--- src/rtl/morse_pkg.sv ---
// morse_pkg: symbol codes, FSM states and timer mode helpers shared by the Morse timing controller
package morse_pkg;
  typedef enum logic [1:0] {S_CFG, S_GAP, S_PRESS} state_t;
  localparam logic [1:0] SYM_DOT = 2'b00;
  localparam logic [1:0] SYM_DASH = 2'b01;
  localparam logic [1:0] SYM_LETTER = 2'b10;
  localparam logic [1:0] SYM_WORD = 2'b11;
  localparam logic [1:0] MODE_DEFAULT = 2'b01;
  localparam logic [1:0] MODE_ALIAS = 2'b10;
  function automatic logic [1:0] norm_mode(input logic [1:0] m);
    return (m == MODE_ALIAS) ? MODE_DEFAULT : m;
  endfunction
endpackage

--- src/rtl/morse_timing_ctrl_if.sv ---
// morse_timing_ctrl_if: valid/ready symbol channel toward the downstream decoder
interface morse_timing_ctrl_if;
  logic sym_valid;
  logic sym_ready;
  logic [1:0] sym_code;
  modport master(output sym_valid, output sym_code, input sym_ready);
  modport slave(input sym_valid, input sym_code, output sym_ready);
endinterface

--- src/rtl/key_edge_sync.sv ---
// key_edge_sync: 2-flop synchronizer with registered rise/fall pulses
module key_edge_sync (
  input  logic clock,
  input  logic rst,
  input  logic key_in,
  output logic level,
  output logic rise,
  output logic fall
);
  logic s1_q, s2_q, s3_q, rise_q, fall_q;
  logic s1_d, s2_d, s3_d, rise_d, fall_d;
  always_comb begin
    s1_d = key_in;
    s2_d = s1_q;
    s3_d = s2_q;
    rise_d = s2_q & ~s3_q;
    fall_d = ~s2_q & s3_q;
  end
  always_ff @(posedge clock) begin
    if (rst) begin
      s1_q <= 1'b0;
      s2_q <= 1'b0;
      s3_q <= 1'b0;
      rise_q <= 1'b0;
      fall_q <= 1'b0;
    end else begin
      s1_q <= s1_d;
      s2_q <= s2_d;
      s3_q <= s3_d;
      rise_q <= rise_d;
      fall_q <= fall_d;
    end
  end
  assign level = s3_q;
  assign rise = rise_q;
  assign fall = fall_q;
endmodule

--- src/rtl/morse_timing_ctrl.sv ---
// morse_timing_ctrl: timer sequencing and key interval classification into buffered Morse symbol events
module morse_timing_ctrl
  import morse_pkg::*;
#(
  parameter int DEBOUNCE_MS = 10,
  parameter int DOT_MAX_MS = 200,
  parameter int LETTER_GAP_MS = 400,
  parameter int WORD_GAP_MS = 1000,
  parameter int CNT_W = 11
) (
  input  logic                       clock,
  input  logic                       rst,
  input  logic [1:0]                 cfg_mode,
  input  logic                       key_in,
  input  logic                       tmr_timeout,
  output logic                       tmr_enable,
  output logic                       tmr_reconfig,
  output logic [1:0]                 tmr_mode,
  morse_timing_ctrl_if.master        sym,
  output logic                       overflow,
  input  logic                       ovf_clr
);
  state_t state_q, state_d;
  logic [CNT_W-1:0] cnt_q, cnt_d, cnt_inc;
  logic letter_q, letter_d, word_q, word_d;
  logic en_q, en_d, rcfg_q, rcfg_d, valid_q, valid_d, ovf_q, ovf_d;
  logic [1:0] mode_q, mode_d, code_q, code_d, mode_n, ev_code;
  logic ev, key_lvl, key_rise, key_fall;
  key_edge_sync u_sync (
    .clock(clock),
    .rst(rst),
    .key_in(key_in),
    .level(key_lvl),
    .rise(key_rise),
    .fall(key_fall)
  );
  always_comb begin
    mode_n = norm_mode(cfg_mode);
    cnt_inc = (&cnt_q) ? cnt_q : cnt_q + CNT_W'(1);
    state_d = state_q;
    cnt_d = cnt_q;
    letter_d = letter_q;
    word_d = word_q;
    mode_d = mode_q;
    en_d = 1'b1;
    rcfg_d = 1'b0;
    ev = 1'b0;
    ev_code = SYM_DOT;
    if (state_q == S_CFG) begin
      mode_d = mode_n;
      rcfg_d = 1'b1;
      en_d = 1'b0;
      cnt_d = '0;
      state_d = key_lvl ? S_PRESS : S_GAP;
    end else if (mode_n != mode_q) begin
      state_d = S_CFG;
      cnt_d = '0;
      letter_d = 1'b0;
      word_d = 1'b0;
    end else if (state_q == S_GAP && key_rise) begin
      cnt_d = '0;
      state_d = S_PRESS;
    end else if (state_q == S_PRESS && key_fall) begin
      cnt_d = '0;
      state_d = S_GAP;
      ev = cnt_q >= CNT_W'(DEBOUNCE_MS);
      ev_code = (cnt_q < CNT_W'(DOT_MAX_MS)) ? SYM_DOT : SYM_DASH;
      letter_d = letter_q | ev;
    end else if (tmr_timeout) begin
      cnt_d = cnt_inc;
      if (state_q == S_GAP && letter_q && cnt_inc == CNT_W'(LETTER_GAP_MS)) begin
        ev = 1'b1;
        ev_code = SYM_LETTER;
        letter_d = 1'b0;
        word_d = 1'b1;
      end else if (state_q == S_GAP && word_q && cnt_inc == CNT_W'(WORD_GAP_MS)) begin
        ev = 1'b1;
        ev_code = SYM_WORD;
        word_d = 1'b0;
      end
    end
    valid_d = valid_q & ~sym.sym_ready;
    code_d = code_q;
    ovf_d = ovf_q & ~ovf_clr;
    if (ev && !valid_d) begin
      valid_d = 1'b1;
      code_d = ev_code;
    end else if (ev) begin
      ovf_d = 1'b1;
    end
  end
  always_ff @(posedge clock) begin
    if (rst) begin
      state_q <= S_CFG;
      cnt_q <= '0;
      letter_q <= 1'b0;
      word_q <= 1'b0;
      mode_q <= MODE_DEFAULT;
      en_q <= 1'b0;
      rcfg_q <= 1'b0;
      valid_q <= 1'b0;
      code_q <= SYM_DOT;
      ovf_q <= 1'b0;
    end else begin
      state_q <= state_d;
      cnt_q <= cnt_d;
      letter_q <= letter_d;
      word_q <= word_d;
      mode_q <= mode_d;
      en_q <= en_d;
      rcfg_q <= rcfg_d;
      valid_q <= valid_d;
      code_q <= code_d;
      ovf_q <= ovf_d;
    end
  end
  assign tmr_enable = en_q;
  assign tmr_reconfig = rcfg_q;
  assign tmr_mode = mode_q;
  assign sym.sym_valid = valid_q;
  assign sym.sym_code = code_q;
  assign overflow = ovf_q;
endmodule
--- src/flat_wrapper.sv ---
// flat-port wrapper written by rule: the top's interface ports become plain ports
module morse_timing_ctrl_flat import morse_pkg::*;
#(
  parameter int DEBOUNCE_MS = 10,
  parameter int DOT_MAX_MS = 200,
  parameter int LETTER_GAP_MS = 400,
  parameter int WORD_GAP_MS = 1000,
  parameter int CNT_W = 11
)
  (clock, rst, cfg_mode, key_in, tmr_timeout, tmr_enable, tmr_reconfig, tmr_mode, overflow, ovf_clr, sym_sym_valid, sym_sym_code, sym_sym_ready);
  morse_timing_ctrl_if sym_i ();
  input  logic clock;
  input  logic rst;
  input  logic [1:0] cfg_mode;
  input  logic key_in;
  input  logic tmr_timeout;
  output logic tmr_enable;
  output logic tmr_reconfig;
  output logic [1:0] tmr_mode;
  output logic overflow;
  input  logic ovf_clr;
  output wire logic [$bits(sym_i.sym_valid)-1:0] sym_sym_valid;
  output wire logic [$bits(sym_i.sym_code)-1:0] sym_sym_code;
  input wire logic [$bits(sym_i.sym_ready)-1:0] sym_sym_ready;
  assign sym_sym_valid = sym_i.sym_valid;
  assign sym_sym_code = sym_i.sym_code;
  assign sym_i.sym_ready = sym_sym_ready;
  morse_timing_ctrl #(.DEBOUNCE_MS(DEBOUNCE_MS), .DOT_MAX_MS(DOT_MAX_MS), .LETTER_GAP_MS(LETTER_GAP_MS), .WORD_GAP_MS(WORD_GAP_MS), .CNT_W(CNT_W)) u_core (.clock(clock), .rst(rst), .cfg_mode(cfg_mode), .key_in(key_in), .tmr_timeout(tmr_timeout), .tmr_enable(tmr_enable), .tmr_reconfig(tmr_reconfig), .tmr_mode(tmr_mode), .sym(sym_i), .overflow(overflow), .ovf_clr(ovf_clr));
endmodule
--- config.mk ---
export PLATFORM = sky130hd
export DESIGN_NAME = morse_timing_ctrl_flat
export DESIGN_NICKNAME = d
export VERILOG_FILES = /design/src/rtl/morse_pkg.sv /design/src/rtl/morse_timing_ctrl_if.sv /design/src/rtl/key_edge_sync.sv /design/src/rtl/morse_timing_ctrl.sv /design/src/flat_wrapper.sv
export SDC_FILE = /design/constraint.sdc
export NUM_CORES = 1
export LEC_CHECK = 0
export ABC_AREA = 1
export CAP_MARGIN = 15
export CORE_MARGIN = 4
export CORE_UTILIZATION = 55
export DETAILED_ROUTE_END_ITERATION = 10
export PLACE_DENSITY_LB_ADDON = 0.15
export SLEW_MARGIN = 40
export SYNTH_ARGS = -nofsm -noshare
export SYNTH_HDL_FRONTEND = slang
export SYNTH_SLANG_ARGS = --single-unit
--- constraint.sdc ---
create_clock -name clock -period 2.9 [get_ports clock]
set_input_delay 0.58 -clock clock [delete_from_list [all_inputs] [get_ports clock]]
set_output_delay 0.58 -clock clock [all_outputs]
set_load 0.03 [all_outputs]
After elaboration in Yosys (flattened, before gate mapping):

Cells that the tools add are included.

* register bits: 28

* $add $sub $neg: 1
* order comparisons: 2
* equal/unequal tests: 8
* muxes and demuxes: 38
* bitwise operators: 10
* reductions and logical operators: 18

Operators with widths (number)
* 2-bit two-way mux: 13
* 1-bit two-way mux: 24
* 11-bit by 1-bit adder with 11-bit output (second input constant): 1
* 11-bit by 10-bit == test with 1-bit output (second input constant): 1
* 11-bit by 9-bit == test with 1-bit output (second input constant): 1
* 11-bit by 4-bit greater-or-equal comparator with 1-bit output (second input constant): 1
* 11-bit by 8-bit < comparator with 1-bit output (second input constant): 1
* 11-bit two-way mux: 1
* 11-bit AND reduction: 1
* 3-bit nonzero test: 3
* 1-bit logical AND: 7
* 1-bit inverter: 5
* 5-bit AND reduction: 1
* 5-bit OR reduction: 1
* 1-bit AND: 4
* 2-bit == test (second input constant): 2
* 2-bit by 1-bit != test with 1-bit output (second input constant): 2
* 4-bit AND reduction: 1
* 4-bit nonzero test: 1
* 2-bit by 1-bit == test with 1-bit output (second input constant): 1
* 2-bit zero test: 1
* 2-bit != test: 1
* 2-bit nonzero test: 1
* 1-bit zero test: 1
* 1-bit bitwise OR: 1

Longest topological paths before layout:

Gate-level depths: netlist of the first run.

* word-level depth: 13
* depth in mapped cells: 17
* depth with buffers taken out: 17

By module:

Synthesis of the first run repeated with hierarchy kept, for this count alone.

* cells, all modules: 271
* area total of the unflattened synthesis: 1751.7 um^2

By module, submodules not included
* morse_timing_ctrl: instances 1, cells an instance 256, area each 1611.5 um^2, sequential area each 460.4 um^2
* key_edge_sync: instances 1, cells an instance 15, area each 140.1 um^2, sequential area each 100.1 um^2

Worst setup path before layout of the first run:

OpenSTA, ideal clock, no wires.

* path kind: register to register
* start: register u_core.cnt_q[1]
* end: register u_core.word_q
* arrival: 1.941 ns
* setup slack: 0.892 ns
* stages on the path, launching flop included: 14
* path buffers: 1
* period minus slack after synthesis: 2.008 ns
* cells stage by stage: dfxtp_1 -> ha_1 -> nand2_1 -> nor2_4 -> nand3_2 -> buf_6 -> o21ai_2 -> nand2_1 -> nor2_2 -> nand3_1 -> nand2_2 -> nand3_2 -> or2_1 -> a21oi_2

* longest elaborated chain between the ends: 9
* elaborated cells between the ends (all ways): 14
* classes of those cells: add/sub: 1; eq/ne: 2; mux: 6; reduce/logical: 5

Ends and longest elaborated chain
* start, declared: RTL line morse_timing_ctrl.sv:24 `logic [CNT_W-1:0] cnt_q, cnt_d, cnt_inc;`
* start signal, assigned: RTL line morse_timing_ctrl.sv:106 `cnt_q <= cnt_d;`
* 11-bit by 1-bit adder with 11-bit output / 11-bit AND reduction (equally long branches): RTL line morse_timing_ctrl.sv:39 `cnt_inc = (&cnt_q) ? cnt_q : cnt_q + CNT_W'(1);`
* 11-bit two-way mux *: RTL line morse_timing_ctrl.sv:39
* 11-bit by 9-bit == test with 1-bit output: RTL line morse_timing_ctrl.sv:71 `if (state_q == S_GAP && letter_q && cnt_inc == CNT_W'(LETTER_GAP_MS)) begin`
* 1-bit logical AND: RTL line morse_timing_ctrl.sv:71
* 1-bit two-way mux: RTL line morse_timing_ctrl.sv:71
* 1-bit two-way mux: RTL line morse_timing_ctrl.sv:69 `end else if (tmr_timeout) begin`
* 1-bit two-way mux: RTL line morse_timing_ctrl.sv:63 `end else if (state_q == S_PRESS && key_fall) begin`
* 1-bit two-way mux: RTL line morse_timing_ctrl.sv:60 `end else if (state_q == S_GAP && key_rise) begin`
* 1-bit two-way mux: RTL line morse_timing_ctrl.sv:55 `end else if (mode_n != mode_q) begin`
* end signal, assigned: RTL line morse_timing_ctrl.sv:108 `word_q <= word_d;`
* end, declared: RTL line morse_timing_ctrl.sv:25 `logic letter_q, letter_d, word_q, word_d;`

Mark *: on every way between the ends. The rest lies on a longest branch, timed or not. The select of a mux whose other input is x is not followed.
A chain may end at the register's enable or synchronous reset.

Final worst setup path of the first run:

Ends and elaborated chain as after synthesis.

==> impl_metrics.toml, run 1 <==
[power]
netSwitchingFraction_pct = 23.47
power.leakage_uw = 0.0007474
ir_drop_mv = 0.5294
p_sw_uw = 175.9
power.internal_uw = 573.5
pwr-share-seq_pct = 54.4
clkPwrFrac_pct = 33.1
power.density_nw_per_um2 = 423.6
combPwrFrac_pct = 12.5

[route]
drt_iter0_drc = 66
wirelength_mm = 3.266
vias = 1460
drt_first_pass_iters = 4
drtAntennaViolNets = 0
wl_per_cell_um = 11.50
drc_errors = 0
viasPerCell = 5.141

[run_status]
run_status = "finished, final reports clean"

[clock_tree]
cts_setup_buffers = 0
cts.sinks = 28
root_buffer = "clkbuf_4"
htreeDepth = 1
path_clk_slew_ps = 140
tritoncts = "yes"
clockBufferDepth = 2
numCtsBuffers = 3
cts_hold_buf = 0
cts.repair.resized = 0
clkLatencyLatePin_ps = 320

[sta]
period_needed_ps = 2448
whs_ps = 410.8
tns_ps = 0
worst_pin_slew_ps = 346.2
maxSlewHeadroom_pct = 76.84
final-hold-violation-count = 0
clock_skew_ps = 2.222
slew_viol_final = 0
period_share_pct = 84.40
max_freq_ghz = 0.4086
setup_violations = 0
postLayoutSetupSlackWorst_ps = 452.5
rsz0062_at_grt = "false"

[die]
rows = 18
start_util_pct = 59.70
die_height_um = 60.79
die-width_um = 60.79
io_pins = 16
core_area_sq_um = 2567
fp.dieArea_sq_um = 3695

[global_route]
grt_use_met1_pct = 29.22
grtUsageMet3_pct = 3.830
grt_busiest_layer = "met2"
grt_max_degree = 17
grt_pass1_vias = 1326
antenna_found_initial = 0
gr-total-overflow = 0
use_met2_pct = 32.52
grt_pass1_wl_mm = 5.858
grt_usage_pct = 20.45

[setup_path]
setup.worst_path.class = "flop to flop"
endpoint_kind = "flop"
slowest_stage = "dfxtp_1"
slowest_delay_ps = 440
cp_top_family = "simple AND/OR/NAND/NOR gates"
critPathLaunchType = "flop"
required_ps = 3170
path_max_fanout = 11
crit_top_cell = "nand2_1"
path_cells = "ha_1 > nand2_1 > nor2_4 > nand3_2 > inv_1 > nand2_1 > nand2_1 > nand2_1 > nor2_2 > nand3_1 > nand2_2 > nand3_2 > or2_1 > a21oi_2"
cp_num_buf_inv = 1
worstPathArrival_ps = 2720

[logic_synthesis]
synth_cell_types = 30
syn_area_sq_um = 1533
synth_ff_type = "dfxtp_1"
yosysSeqAreaShare_pct = 36.57
synth_fp_nets = 245
syn_area_per_cell_sq_um = 6.495
ys_ff_latch = 28
ys.warnings.count = 0
synth_edf_count = 0
ys_async_sr_fraction_pct = 0
syn_inst = 236

[placement]
pre_cts_ws_ps = 296.0
place_area_sq_um = 1717
port_buffers = 15
dpl.hpwl_mm = 2.534
dpl.cell_count = 280
gp_congestion = 0.9060

[cells_and_area]
seqCellArea_sq_um = 560.5
area_delta_synth_final_pct = 15.43
final_cells = 284
antennaDiodeCount = 0
nFillCells = 244
layout.nets = 264
design_area_sq_um = 1769
drive_gt1_share_pct = 7.087
multi_input_area_sq_um = 825.8

[worst_hold_path]
hp-class = "flop to flop"

[flow_run]
cap_violations = 0
[tightest hold or removal path, delay by kind of cell, from the launching register on]
family | cells | cell delay, ps
buffers and inverters | 1 | 40
AND/OR/NAND/NOR | 1 | 30
flip-flops | 1 | 320
[placed cells by master, fill, tap and decap left out, types with 2 or more instances in the layout]
cell type	netlist	routed
a31oi_1	4	4
nand4_1	2	2
buf_4	0	2
nor3_1	3	3
a211oi_1	2	2
nor2_4	2	2
clkbuf_4	0	3
nand3_1	15	15
o21ai_0	14	14
xor2_1	2	2
nand2_1	57	57
dfxtp_1	28	28
xnor2_1	2	2
nor2_1	39	39
nand2_2	3	3
inv_1	33	33
nand3_2	3	3
a21oi_1	12	12
clkdlybuf4s50_1	0	15
nor2_2	2	2
[metrics by stage]
stage	total power (uW)	utilization, %
finish	749.4	68.91
global route	787.7	68.91
CTS	755.5	68.91
detailed placement	509.7	66.86
global placement	508.8	66.86
floorplan	474.1	-
[area by class of cell]
| cell class | instances | share of cell area (%) |
|---|---|---|
| clock inverters | 1 | 1.697 |
| flip-flops and latches | 28 | 31.68 |
| well taps | 30 | 2.122 |
| inverters | 34 | 7.214 |
| repair buffers | 17 | 9.335 |
| multi-input cells | 171 | 46.68 |
| clock buffers | 3 | 1.273 |
[cell families after synthesis]
group / count (synthesis) / share of synthesized area (%)
simple gates: 130 / 37.39
buf+inv: 37 / 9.550
compound gates: 36 / 13.39
flops: 28 / 36.57
xor+xnor: 4 / 2.286
fa+ha+maj: 1 / 0.8162
[metal layers]
| metal | up-vias | share of wire (%) | wire length [um] |
|---|---|---|---|
| li1 | 789 | - | - |
| met1 | 643 | 51 | 1670 |
| met2 | 24 | 45 | 1461 |
| met3 | 4 | 3.0 | 99 |
| met4 | 0 | 1.1 | 36 |
| met5 | - | 0 | 0 |
[registers in the layout, indices dropped and copies added, names as in the netlist]
signal and count:
u_core.overflow 1, u_core.sym.sym_valid 1, u_core.tmr_enable 1, u_core.u_sync.level 1, u_core.u_sync.s2_q 1, u_core.tmr_reconfig 1
u_core.word_q 1, u_core.sym.sym_code 2, u_core.u_sync.rise 1, u_core.u_sync.s1_q 1, u_core.letter_q 1, u_core.cnt_q 11
u_core.tmr_mode 2, u_core.state_q 2, u_core.u_sync.fall 1
[synth_stat cells, types with 3 or more instances]
cell type,n,share of area (%)
nand2_2,3,1.2
o21ai_0,14,4.6
nand3_1,15,4.9
a21oi_1,12,3.9
a31oi_1,4,1.6
dfxtp_1,28,37
nand2_1,57,14
nor3_1,3,0.98
inv_1,33,8.1
nand3_2,3,2.0
nor2_1,39,9.6
[power by group through the flow]
stage,Combinational [uW],Sequential [uW],Clock (uW)
floorplan,51.6,423,0
global placement,92.7,416,0
detailed placement,93.6,416,0
CTS,94.0,408,254
global route,106,410,271
finish,93.9,408,248
[final timing paths]
check / start / slack [ps] / end / cells after the start
max: u_core.cnt_q[1] / 450 / u_core.word_q / 14
min: u_core.u_sync.s1_q / 410 / u_core.u_sync.s2_q / 2
max reg2reg: u_core.cnt_q[1] / 450 / u_core.word_q / 14
min reg2reg: u_core.u_sync.s1_q / 410 / u_core.u_sync.s2_q / 2
(Power assumes the default switching activity.)
==> run 2, diff against run 1 <==
--- a/config.mk
+++ b/config.mk
@@ -8,7 +8,7 @@
 export ABC_AREA = 1
 export CAP_MARGIN = 15
 export CORE_MARGIN = 4
-export CORE_UTILIZATION = 55
+export CORE_UTILIZATION = 50
 export DETAILED_ROUTE_END_ITERATION = 10
 export PLACE_DENSITY_LB_ADDON = 0.15
 export SLEW_MARGIN = 40
==> constraint.sdc (replaced) <==
create_clock -name clock -period 2.17 [get_ports clock]
set_input_delay 0.434 -clock clock [delete_from_list [all_inputs] [get_ports clock]]
set_output_delay 0.434 -clock clock [all_outputs]
set_load 0.03 [all_outputs]
==> run 2 against run 1 <==
  * Critical path depth grew 1
  * Via count grew 11%
  * Non-clock buffer count grew 27
  * Largest cell class unchanged
  * Highest routed layer unchanged
==> impl_metrics.toml, run 2 (synthesis results as in run 1) <==
[global_route]
grt_use_met1_pct = 25.71
grt_pass1_wl_mm = 6.265
grt_max_degree = 17
grtUsageMet3_pct = 3.908
gr-total-overflow = 0
grt_pass1_vias = 1463
use_met2_pct = 31.29
grt_usage_pct = 18.71
grt_busiest_layer = "met2"
antenna_found_initial = 0

[route]
drtAntennaViolNets = 0
vias = 1620
wirelength_mm = 3.790
viasPerCell = 5.192
drc_errors = 0
wl_per_cell_um = 12.15
drt_first_pass_iters = 4
drt_iter0_drc = 82

[sta]
rsz0062_at_grt = "true"
period_needed_ps = 2156
maxSlewHeadroom_pct = 78.38
clock_skew_ps = 6.415
max_freq_ghz = 0.4638
worst_pin_slew_ps = 323.3
slew_viol_final = 0
period_share_pct = 99.36
setup_violations = 0
whs_ps = 419.9
final-hold-violation-count = 0

[power]
power.leakage_uw = 0.0008967
netSwitchingFraction_pct = 24.74
ir_drop_mv = 0.5778
p_sw_uw = 257.0
pwr-share-seq_pct = 52.5
power.internal_uw = 782.0
power.density_nw_per_um2 = 497.9
clkPwrFrac_pct = 33.2
combPwrFrac_pct = 14.3
p_total_uw = 1039

[setup_path]
path_cells = "ha_4 > nand2_4 > nor2_4 > nand3_4 > buf_4 > buf_4 > nand2_1 > nor2_4 > nand3_2 > nand2_2 > nand3_2 > nand2_2 > buf_4 > o21ai_0 > inv_1"
critPathLaunchType = "flop"
setup.worst_path.class = "flop to flop"
worstPathArrival_ps = 2400
slowest_delay_ps = 390
required_ps = 2420
crit_top_cell = "buf_4"
cp_top_family = "simple AND/OR/NAND/NOR gates"
path_max_fanout = 7
slowest_stage = "dfxtp_2"
endpoint_kind = "flop"
cp_num_buf_inv = 4

[worst_hold_path]
hp-class = "flop to flop"

[clock_tree]
clockBufferDepth = 2
cts_hold_buf = 0
cts.sinks = 28
clkLatencyLatePin_ps = 340
root_buffer = "clkbuf_4"
numCtsBuffers = 3
path_clk_slew_ps = 150
tritoncts = "yes"
htreeDepth = 1

[cells_and_area]
area_delta_synth_final_pct = 36.16
layout.nets = 291
largest_reg_flops = 11
seqCellArea_sq_um = 563.0
top_register = "u_core.cnt_q"
drive_gt1_share_pct = 24.20
antennaDiodeCount = 0
design_area_sq_um = 2087
final_cell_mix = "48 x nand2_1, 33 x nor2_1, 32 x inv_1, 26 x buf_4, 26 x dfxtp_1"
final_common_cell = "nand2_1"
multi_input_area_sq_um = 923.4
final_cells = 312
nFillCells = 246

[placement]
dpl.hpwl_mm = 2.731
port_buffers = 15
gp_congestion = 0.9232
dpl.cell_count = 298
place_area_sq_um = 1846

[die]
die_height_um = 63.37
fp.dieArea_sq_um = 4015
io_pins = 16
rows = 19
die-width_um = 63.37
core_area_sq_um = 2853
start_util_pct = 53.73

[run_status]
run_status = "finished, final reports clean"

[flow_run]
cap_violations = 0
[run 2: changes by cell type in the layout (fill, tap and decap cells not counted), sizes merged]
cell	delta
buf	+27
[run 2: layout make-up]
type	count	area share, %
clock buffers	3	1.079
clock inverters	1	1.439
inverters	34	6.235
multi-input cells	171	44.24
flip-flops and latches	28	26.98
well taps	31	1.859
repair buffers	44	18.17
[run 2: final timing paths]
path | start | to | slack [ps] | depth (start not counted)
max | u_core.cnt_q[1] | u_core.sym.sym_valid | 10 | 15
min reg2reg | u_core.u_sync.s1_q | u_core.u_sync.s2_q | 420 | 2
min | u_core.u_sync.s1_q | u_core.u_sync.s2_q | 420 | 2
max reg2reg | u_core.cnt_q[1] | u_core.sym.sym_valid | 10 | 15
[run 2: repair_timing]
| action | in CTS | in global routing |
|---|---|---|
| setup endpoints to repair | 3 | 6 |
| pin swaps | 0 | 17 |
| resized for setup | 2 | 32 |
| hold endpoints to repair | 0 | 0 |
| buffers inserted | 0 | 10 |
[run 2: power by group through the flow]
stage | sequential (uW) | clock [uW] | combinational (uW)
after floorplan | 565 | 0 | 68.9
after global placement | 555 | 0 | 142
after detailed placement | 555 | 0 | 142
after CTS | 544 | 349 | 143
after global routing | 548 | 369 | 167
final | 545 | 345 | 149
[run 2: stage by stage]
stage               worst slack (ps)  TNS [ps]  utilization (%)
global route                  -113.4    -404.5            73.16
floorplan                      161.6         0                -
global placement               2.601         0            64.69
CTS                            13.85         0            66.89
finish                         13.99         0            73.16
detailed placement            -10.06    -12.70            64.69
[run 2: worst reg2reg max path, cell delays in order, from the launching register on]
cell,delay [ps]
dfxtp_2,390
ha_4,150
nand2_4,60
nor2_4,170
nand3_4,160
buf_4,180
buf_4,120
nand2_1,90
nor2_4,60
nand3_2,90
nand2_2,80
nand3_2,70
nand2_2,70
buf_4,140
o21ai_0,170
inv_1,60
[run 2: layer usage]
metal | wire [um] | share of wire [%] | up-vias
met3 | 136 | 3.6 | 3
li1 | - | - | 845
met2 | 1770 | 47 | 29
met1 | 1866 | 49 | 743
met4 | 16 | 0.42 | 0
met5 | 0 | 0 | -
==> run 3, diff against run 2 <==
--- a/config.mk
+++ b/config.mk
@@ -7,6 +7,7 @@
 export LEC_CHECK = 0
 export ABC_AREA = 1
 export CAP_MARGIN = 15
+export CORE_ASPECT_RATIO = 0.5
 export CORE_MARGIN = 4
 export CORE_UTILIZATION = 50
 export DETAILED_ROUTE_END_ITERATION = 10
==> run 3 against run 2 <==
  * Via count grew 0.19%
  * Flip-flop and latch count is the same
  * Die area rose by 1.3%
  * Power is 6.0% higher
  * Non-clock buffer count down 10
  * First-iteration DRC count increased by 21%
  * Largest power group unchanged
  * Highest routed layer unchanged
==> impl_metrics.toml, run 3 (synthesis results as in run 1) <==
[sta]
final-hold-violation-count = 0
slew_viol_final = 0
max_freq_ghz = 0.4828
worst_pin_slew_ps = 315.5
period_needed_ps = 2071
setup_violations = 0
maxSlewHeadroom_pct = 78.90
whs_ps = 413.3
period_share_pct = 95.45
clock_skew_ps = 2.463
tns_ps = 0

[cells_and_area]
antennaDiodeCount = 0
drive_gt1_share_pct = 22.14
largest_reg_flops = 11
final_common_cell = "nand2_1"
layout.nets = 281
top_register = "u_core.cnt_q"
area_delta_synth_final_pct = 33.06
final_cell_mix = "50 x nand2_1, 32 x nor2_1, 32 x inv_1, 25 x dfxtp_1, 18 x buf_4"
final_cells = 308
design_area_sq_um = 2039

[power]
p_total_uw = 1101
ir_drop_mv = 0.4251
power.leakage_uw = 0.0008502
power.density_nw_per_um2 = 540.0

[die]
die_height_um = 47.15
start_util_pct = 55.76
rows = 13
die-width_um = 86.30
io_pins = 16
core_area_sq_um = 2749
fp.dieArea_sq_um = 4069

[route]
vias = 1623
drtAntennaViolNets = 0
drc_errors = 0
wirelength_mm = 3.797
wl_per_cell_um = 12.33
drt_iter0_drc = 99
drt_first_pass_iters = 4
viasPerCell = 5.269

[setup_path]
cp_num_buf_inv = 1
setup.worst_path.class = "flop to flop"
path_cells = "ha_4 > nand2_2 > nor2_4 > nand3_4 > buf_6 > nand3_2 > nand2_1 > nor2_2 > nand3_2 > nand2_2 > nand3_2 > or2_1 > a21oi_2"
cp-endpoint = "u_core.word_q"
crit_path_start = "u_core.cnt_q[0]"
required_ps = 2390
worstPathArrival_ps = 2290
slowest_stage = "dfxtp_2"
cp_top_family = "simple AND/OR/NAND/NOR gates"
r2r_slack_ps = 100
r2r-end = "u_core.word_q"
slowest_delay_ps = 370
reg2reg_from = "u_core.cnt_q[0]"
crit_cells = 13
path_max_fanout = 5
critPathLaunchType = "flop"
endpoint_kind = "flop"
ff2ff_path_depth = 13
crit_top_cell = "nand3_2"

[placement]
place_area_sq_um = 1823
gp_congestion = 0.9322
dpl.hpwl_mm = 2.781
dpl.cell_count = 300
port_buffers = 15

[clock_tree]
htreeDepth = 1
tritoncts = "yes"
cts.sinks = 28
path_clk_slew_ps = 100
numCtsBuffers = 3
clkLatencyLatePin_ps = 280
root_buffer = "clkbuf_8"
clockBufferDepth = 2

[global_route]
gr-total-overflow = 0
antenna_found_initial = 0
grt_pass1_vias = 1404
grt_usage_pct = 19.52
grt_max_degree = 17
grt_pass1_wl_mm = 6.134

[run_status]
run_status = "finished, final reports clean"

[worst_hold_path]
hp-class = "flop to flop"

[flow_run]
cap_violations = 0
==> run 3: how the worst min path moves through the flow <==
stage / slack, ps / to / start / cells after the start
after global routing: 430 / u_core.u_sync.s2_q / u_core.u_sync.s1_q / 2
final: 410 / u_core.u_sync.s2_q / u_core.u_sync.s1_q / 2
after detailed placement: 400 / u_core.u_sync.fall / u_core.u_sync.s2_q / 1
after floorplan: 390 / u_core.u_sync.s2_q / u_core.u_sync.s1_q / 2
after CTS: 420 / u_core.u_sync.fall / u_core.u_sync.s2_q / 1
after global placement: 390 / u_core.u_sync.s2_q / u_core.u_sync.s1_q / 2
==> run 3: what timing repair did <==
action                                  in CTS  in global routing
setup buffers                                1                  3
hold buffers                                 0                  0
pin swaps                                    2                 12
endpoints found under the setup margin       2                  6
gates resized for setup                      5                 30
==> run 3: where the power goes <==
part           switching, uW  internal (uW)  total [uW]
logic                   82.8           58.1         141
registers               14.2            531         545
clock network            168            247         415
==> run 3: worst register-to-register path, delay by kind of cell (launching register included) <==
family / cells / cell delay (ps)
flops: 1 / 370
buf+inv: 1 / 160
fa+ha+maj: 1 / 150
simple gates: 10 / 1220
compound gates: 1 / 120
==> run 3: metal layers <==
layer | part of all wire (%) | vias to the layer above | track usage, %
met3 | 6.7 | 13 | 5.079
met1 | 45 | 727 | 23.92
met2 | 46 | 58 | 34.76
met4 | 2.5 | 0 | 6.522
met5 | 0 | - | 0
li1 | - | 825 | -
==> run 3: through the flow <==
step / setup slack [ps] / util [%]
2_1_floorplan: 161.6 / -
3_3_place_gp: 29.29 / 66.32
3_5_place_dp: -46.87 / 66.32
4_1_cts: 3.341 / 69.78
5_1_grt: -27.17 / 74.19
6_report: 98.66 / 74.19
==> run 3: cell type report <==
cell class	count	area, sq um
fillers	233	709.4
repair buffers	34	296.5
well taps	37	46.29
clock inverters	1	30.03
clock buffers	3	41.29
multi-input cells	171	930.9
flip-flops and latches	28	564.3
inverters	34	130.1
